[config.mk]
export PLATFORM = sky130hd
export DESIGN_NAME = logic_unit_pipe
export DESIGN_NICKNAME = d
export VERILOG_FILES = /design/src/rtl/logic_unit_pkg.sv /design/src/rtl/logic_unit_core.sv /design/src/rtl/logic_unit_pipe.sv
export SDC_FILE = /design/constraint.sdc
export NUM_CORES = 1
export LEC_CHECK = 0
export CORE_ASPECT_RATIO = 1.5
export CORE_MARGIN = 2
export CORE_UTILIZATION = 50
export DETAILED_ROUTE_END_ITERATION = 7
export PLACE_DENSITY = 0.9
export SKIP_CTS_REPAIR_TIMING = 1
export SLEW_MARGIN = 0
export SYNTH_ARGS = -nofsm -noshare
export SYNTH_HDL_FRONTEND = slang
export SYNTH_SLANG_ARGS = --single-unit
[constraint.sdc]
create_clock -name clk_in -period 2.35 [get_ports clk_in]
set_input_delay 0.705 -clock clk_in [delete_from_list [all_inputs] [get_ports clk_in]]
set_output_delay 0.705 -clock clk_in [all_outputs]
set_load 0.03 [all_outputs]
[src/rtl/logic_unit_pkg.sv]
// Shared op-code definitions for the registered logic unit.
package logic_unit_pkg;

  localparam int unsigned OP_W = 3;

  typedef enum logic [OP_W-1:0] {
    OP_AND   = 3'd0,
    OP_OR    = 3'd1,
    OP_NAND  = 3'd2,
    OP_NOR   = 3'd3,
    OP_XOR   = 3'd4,
    OP_XNOR  = 3'd5,
    OP_NOT_A = 3'd6,
    OP_NOT_B = 3'd7
  } op_e;

endpackage

[src/rtl/logic_unit_core.sv]
// Combinational bitwise op select, optional OR-reduction to one bit, and result flags.
module logic_unit_core
  import logic_unit_pkg::*;
#(
  parameter int unsigned WIDTH = 8
) (
  input  logic [WIDTH-1:0] a_in,
  input  logic [WIDTH-1:0] b_in,
  input  logic [OP_W-1:0]  op_in,
  input  logic             reduce_in,
  output logic [WIDTH-1:0] res_out,
  output logic             zero_out,
  output logic             parity_out
);

  logic [WIDTH-1:0] bitwise;

  always_comb begin
    bitwise = '0;
    case (op_e'(op_in))
      OP_AND:   bitwise = a_in & b_in;
      OP_OR:    bitwise = a_in | b_in;
      OP_NAND:  bitwise = ~(a_in & b_in);
      OP_NOR:   bitwise = ~(a_in | b_in);
      OP_XOR:   bitwise = a_in ^ b_in;
      OP_XNOR:  bitwise = ~(a_in ^ b_in);
      OP_NOT_A: bitwise = ~a_in;
      OP_NOT_B: bitwise = ~b_in;
      default:  bitwise = '0;
    endcase
  end

  // Reduction written as a bit-0 assignment so WIDTH=1 needs no zero-width fill.
  always_comb begin
    res_out = bitwise;
    if (reduce_in) begin
      res_out    = '0;
      res_out[0] = |bitwise;
    end
  end

  assign zero_out   = (res_out == '0);
  assign parity_out = ^res_out;

endmodule

[src/rtl/logic_unit_pipe.sv]
// Single-register valid/ready logic unit with registered flags and saturating fire counter.
module logic_unit_pipe
  import logic_unit_pkg::*;
#(
  parameter int unsigned WIDTH = 8,
  parameter int unsigned CNT_W = 16
) (
  input  logic             clk_in,
  input  logic             rst_n_in,
  input  logic [WIDTH-1:0] a_in,
  input  logic [WIDTH-1:0] b_in,
  input  logic [OP_W-1:0]  op_in,
  input  logic             reduce_in,
  input  logic             in_valid,
  output logic             in_ready,
  output logic [WIDTH-1:0] res_out,
  output logic             zero_out,
  output logic             parity_out,
  output logic             out_valid,
  input  logic             out_ready,
  output logic [CNT_W-1:0] count_out
);

  logic [WIDTH-1:0] core_res;
  logic             core_zero;
  logic             core_parity;
  logic             in_fire;
  logic             out_fire;

  logic_unit_core #(.WIDTH(WIDTH)) u_core (
    .a_in       (a_in),
    .b_in       (b_in),
    .op_in      (op_in),
    .reduce_in  (reduce_in),
    .res_out    (core_res),
    .zero_out   (core_zero),
    .parity_out (core_parity)
  );

  assign in_ready = !out_valid || out_ready;
  assign in_fire  = in_valid && in_ready;
  assign out_fire = out_valid && out_ready;

  always_ff @(posedge clk_in or negedge rst_n_in) begin
    if (!rst_n_in) begin
      res_out    <= '0;
      zero_out   <= 1'b1;
      parity_out <= 1'b0;
      out_valid  <= 1'b0;
    end else if (in_fire) begin
      res_out    <= core_res;
      zero_out   <= core_zero;
      parity_out <= core_parity;
      out_valid  <= 1'b1;
    end else if (out_fire) begin
      out_valid  <= 1'b0;
    end
  end

  always_ff @(posedge clk_in or negedge rst_n_in) begin
    if (!rst_n_in) begin
      count_out <= '0;
    end else if (out_fire && (count_out != '1)) begin
      count_out <= count_out + CNT_W'(1);
    end
  end

endmodule

== Yosys cells after proc, flatten, opt, wreduce, memory -nomap -nowiden ==
Cells that the tools add are included.
W data, S select, Z words.
Storage, ports and cells
  word-level logic and storage cells: 36
  output and inout bits: 28
  flip-flop bits (word level): 27
Operators by class
  reductions and logical operators: 10
  muxes and demuxes: 4
  add/sub/neg operators: 1
  equality and inequality tests: 8
  bitwise logic cells: 8
Operators with widths (number)
  $pmux W8 S8: 1
  $not A8 Y8: 5
  $add A16 B1 Y16 const B: 1
  $ne A16 B16 Y1 const B: 1
  $eq A3 B3 Y1 const B: 4
  $and A8 B8 Y8: 1
  $logic_not A8 Y1: 1
  $mux W8: 1
  $or A8 B8 Y8: 1
  $reduce_or A8 Y1: 1
  $reduce_xor A8 Y1: 1
  $xor A8 B8 Y8: 1
  $eq A3 B2 Y1 const B: 2
  $eq A3 B1 Y1 const B: 1
  $logic_and A1 B1 Y1: 3
  $logic_not A3 Y1: 1
  $mux W1: 2
  $reduce_bool A2 Y1: 1
  $logic_not A1 Y1: 1
  $logic_or A1 B1 Y1: 1

== Longest topological paths before layout ==
  depth after elaboration: 6
  depth in mapped cells: 11

== Hierarchy ==
From an unflattened synthesis, not the netlist that was laid out.
Second synthesis, totals
  cells, all modules: 236
  area, all modules: 2283.4 um^2
Modules (own cells, without submodules)
  logic_unit_pipe: times used 1, cells an instance 97, area each 1255.0 um^2
  logic_unit_core: times used 1, cells an instance 139, area each 1028.5 um^2

== Worst setup path before layout ==
OpenSTA, ideal clock, no wires.
  path type: input to register
  start: in a_in[4]
  end: reg parity_out
  stages on the path: 11
  buffers on the path: 0
  required time: 2.214 ns
  slack: -0.362 ns
  arrival time: 2.576 ns
  cells stage by stage: inv_1 -> ha_1 -> nor2b_1 -> a211o_1 -> a32oi_1 -> a2111oi_2 -> a41o_1 -> ha_1 -> xnor2_1 -> xnor2_1 -> o21ai_0
On the way
  word-level cells in the longest chain between the ends: 6
  elaborated cells between the ends (all ways): 11
  those cells by class: 2 x mux; 7 x bitwise; 2 x reduce/logical
Ends and longest elaborated chain
  start: declaration: line logic_unit_pipe.sv:10  | input logic [WIDTH-1:0] a_in,
  $xor A8 B8 Y8, or another cell as far along: line logic_unit_core.sv:25, logic_unit_core.sv:26
  $not A8 Y8, on equally long branches: line logic_unit_core.sv:26, logic_unit_core.sv:23, logic_unit_core.sv:24
  $pmux W8 S8 *: line logic_unit_core.sv:20  | case (op_e'(op_in))
  $reduce_or A8 Y1: line logic_unit_core.sv:38  | res_out[0] = |bitwise;
  $mux W8 *: line logic_unit_core.sv:36  | if (reduce_in) begin
  $reduce_xor A8 Y1 *: line logic_unit_core.sv:43  | assign parity_out = ^res_out;
  end signal: assignment: line logic_unit_pipe.sv:53  | parity_out <= core_parity;
  end: declaration: line logic_unit_pipe.sv:18  | output logic parity_out,
Mark *: on every way between the ends. The rest lies on a longest branch, timed or not.
A chain may end at the register's enable or synchronous reset.

== Worst setup path in the final report ==
  start: in b_in[0]
  end: reg parity_out
On the way
  word-level cells in the longest chain between the ends: 6
  elaborated cells between the ends (all ways): 11
  those cells by class: 2 x mux; 7 x bitwise; 2 x reduce/logical
Ends and longest elaborated chain
  start: declaration: line logic_unit_pipe.sv:11  | input logic [WIDTH-1:0] b_in,
  $xor A8 B8 Y8, or another cell as far along: line logic_unit_core.sv:25, logic_unit_core.sv:26
  $not A8 Y8, on equally long branches: line logic_unit_core.sv:26, logic_unit_core.sv:23, logic_unit_core.sv:24
  $pmux W8 S8 *: line logic_unit_core.sv:20
  $reduce_or A8 Y1: line logic_unit_core.sv:38
  $mux W8 *: line logic_unit_core.sv:36
  $reduce_xor A8 Y1 *: line logic_unit_core.sv:43
Marks and branches as above.

==> out/results.tsv <==
stage	metric	value	unit
drt	avgViaCountPerCell	5.81	
critical_path	worstPathArrival	2910	ps
final_layout	drive_above_1_share	38.6	%
place	placement.io_buffers	51	
timing	rsz0062_at_grt	true	
pwr	powerDensity	515	nW/um2
critical_path	reg2reg_slack	420	ps
synth	synth.area.top_cells	sky130_fd_sc_hd__dfrtp_1 (31%), sky130_fd_sc_hd__ha_1 (12%), sky130_fd_sc_hd__xnor2_1 (5.8%)	
synth	synth_sequential_area_ratio	32.0	%
timing	postLayoutSetupSlackWorst	-391	ps
drt	first_iter_violations	87	
job	maxCapViolCount	0	
final_layout	mostFrequentLayoutCell	sky130_fd_sc_hd__buf_4	
critical_path	worstReg2RegEnd	count_out[15]	
clock_network	tritoncts	yes	
clock_network	clk_pin_slew_worst_paths	90	ps
timing	final.period_utilization	117	%
global_routing	number_of_antenna_violations_at_the_first_check_in_global_routing	0	
timing	timing_max_transition_violations_final	0	
clock_network	cts_buffer_depth	2	
global_routing	globalRouteOverflowTotal	0	
outcome	run_status	complete, but fails checks	
synth	synth_area_leader_cell	sky130_fd_sc_hd__dfrtp_1	
floorplanning	pin_count	52	
critical_path	critPathLaunchType	input port	
final_layout	multiInputGateArea	1560	um2
drt	antenna_left	0	
drt	post-route-drc-count	0	
floorplanning	die-height	83.6	um
final_layout	regArea	677	um2
final_layout	layout_common_cells	sky130_fd_sc_hd__buf_4 (61), sky130_fd_sc_hd__clkdlybuf4s50_1 (31), sky130_fd_sc_hd__dfrtp_1 (26)	
timing	finalHoldViolCount	0	
timing	period_needed	2740	ps
synth	post_synth.cell_area_avg	9.03	um2
final_layout	num-fill-cells	215	
critical_path	timing.critical_path.slowest_stage_cell	sky130_fd_sc_hd__a2111oi_4	
timing	skew	2.11	ps
critical_path	critical_path_class	in -> reg	
timing	slew_headroom	74.3	%
critical_path	worst_r2r_path_depth	6	
drt	count_of_vias_placed_by_the_detailed_router	2271	
critical_path	setup.worst_path.end_class	register	
outcome	failed_checks	negative setup slack	
pwr	leakage_power	1.67	nW
timing	tightestPinTransition	381	ps
critical_path	crit_chain	buf_6 -> buf_8 -> ha_4 -> or2_1 -> a21oi_2 -> o21ai_2 -> a2111oi_4 -> a41o_1 -> ha_1 -> xnor2_1 -> xnor2_1 -> o21ai_1	
place	gp_routability_congestion	0.884	
synth	yosys_register_bits	27	
final_layout	layout-area-overhead-vs-synth	64.8	%
synth	synthArstFlopShare	100	%
floorplanning	floorplan.die_area	4770	um2
clock_network	clock_latency	270	ps
min_path	min-delay-path-class	reg -> reg	
drt	wl_per_cell	17.1	um
critical_path	critical_path.top_delay_family	compound AO/OA/AOI/OAI gates	
clock_network	cts-buffers-inserted	3	
synth	post_synth_inst_count	234	
global_routing	grt_start_max_net_pins	28	
drt	drt_pass1_iterations	4	
critical_path	worstReg2RegStart	count_out[8]	
critical_path	slowest_delay	380	ps
final_layout	antenna_cells_inserted	0	
floorplanning	placementRows	29	
drt	drt-total-wl	6680	um
critical_path	crit_path_max_fanout	3	
final_layout	num-nets-final	391	
critical_path	worst_path_most_repeated_cell	sky130_fd_sc_hd__xnor2_1	
synth	mappedNetlistArea	2110	um2
timing	max_clk_rate	365	MHz
clock_network	clock-sinks	27	
global_routing	grt_first_pass_wirelength	8760	um
synth	yosysUniqueCellTypes	49	
floorplanning	start_util	51.1	%
min_path	whs_endpoint	zero_out	
pwr	ir_worst_vdd	0.819	mV
place	dp.final_hpwl	4280	um
global_routing	groute.usage.overall	22.2	%
global_routing	grt_pass1_vias	2150	
clock_network	ctsRootBufferMaster	sky130_fd_sc_hd__clkbuf_8	
critical_path	crit_required	2520	ps
critical_path	timing.critical_path.buf_inv	2	
timing	totalNegativeSetupSlack	-506	ps
synth	synth.net_count	279	
synth	synth.top_cell.area_share	30.8	%
synth	synth-edff-count	0	
min_path	hold_depth	2	
timing	setup_violations	3	
pwr	total_power	0.00179	W
synth	ys_dominant_reg_cell	sky130_fd_sc_hd__dfrtp_1	
synth	ys_warn_count	0	
floorplanning	die_width	57.1	um
min_path	min_from	zero_out	
clock_network	cts-htree-levels	1	
floorplanning	core-area	4140	um2
## metal layers
metal	global-route usage, %	vias to the layer above	part of all wire [%]
met5	0	-	0
met4	6.98	0	3.6
met3	1.24	23	4.5
met2	46.8	107	57
met1	21.3	1086	35
li1	-	1055	-
## tightest hold or removal path: cells and delay by family (launching register included)
kind | cells | cell delay, ps
flops | 1 | 380
simple gates | 1 | 50
compound gates | 1 | 50
## registers in the layout, summed over array words and instances (netlist names)
| name | count |
|---|---|
| count_out | 16 |
| res_out | 8 |
| out_valid | 1 |
| zero_out | 1 |
| parity_out | 1 |
## per-stage QoR
stage | instance area [um2] | hold WS, ps | utilization [%] | setup WS, ps | instances
floorplan | 2160 | 409 | - | -291 | 234
global placement | 3090 | 466 | 74.6 | -1010 | 377
detailed placement | 3090 | 479 | 74.6 | -1050 | 377
CTS | 3130 | 493 | 75.7 | -764 | 381
global route | 3480 | 509 | 84.1 | -498 | 391
finish | 3480 | 472 | 84.1 | -391 | 391
## kinds of logic after synthesis
kind of cell    after synthesis  share of synthesized area (%)
compound gates               53                           17.6
xor+xnor                     20                           8.29
fa+ha+maj                    21                           12.4
buf+inv                      30                           7.05
flops                        27                           32.0
mux                           9                           4.32
simple gates                 74                           18.2
## layout make-up
class	instances	share of cell area, %
Sequential cell	27	19.5
Tap cell	46	1.65
Inverter	19	2.41
Clock inverter	1	0.144
Timing Repair Buffer	118	30.4
Multi-Input combinational cell	177	44.8
Clock buffer	3	1.19
## worst max path at each step
| stage | end | cells past startpoint | from | slack (ps) |
|---|---|---|---|---|
| global route | parity_out | 12 | b_in[0] | -500 |
| floorplan | parity_out | 11 | b_in[0] | -290 |
| finish | parity_out | 12 | b_in[0] | -390 |
| detailed placement | parity_out | 13 | b_in[0] | -1050 |
| CTS | parity_out | 13 | b_in[0] | -760 |
| global placement | parity_out | 13 | b_in[0] | -1010 |
## power breakdown
part           switching [W]  internal (W)  total [W]
Clock               0.000140      0.000119   0.000259
Sequential         0.0000895      0.000542   0.000632
Combinational       0.000469      0.000432   0.000901
Total               0.000699       0.00109    0.00179
## Yosys cell counts, types with 5 or more instances
| library cell | count |
|---|---|
| sky130_fd_sc_hd__a21oi_1 | 11 |
| sky130_fd_sc_hd__xor2_1 | 6 |
| sky130_fd_sc_hd__nand4_1 | 6 |
| sky130_fd_sc_hd__xnor2_1 | 14 |
| sky130_fd_sc_hd__dfrtp_1 | 26 |
| sky130_fd_sc_hd__and3_1 | 5 |
| sky130_fd_sc_hd__nor2_1 | 9 |
| sky130_fd_sc_hd__ha_1 | 21 |
| sky130_fd_sc_hd__mux2i_1 | 8 |
| sky130_fd_sc_hd__nor3_1 | 7 |
| sky130_fd_sc_hd__nand2_1 | 24 |
| sky130_fd_sc_hd__inv_1 | 17 |
| sky130_fd_sc_hd__o21ai_1 | 9 |
Note: power is estimated with default switching activity, not from simulation.
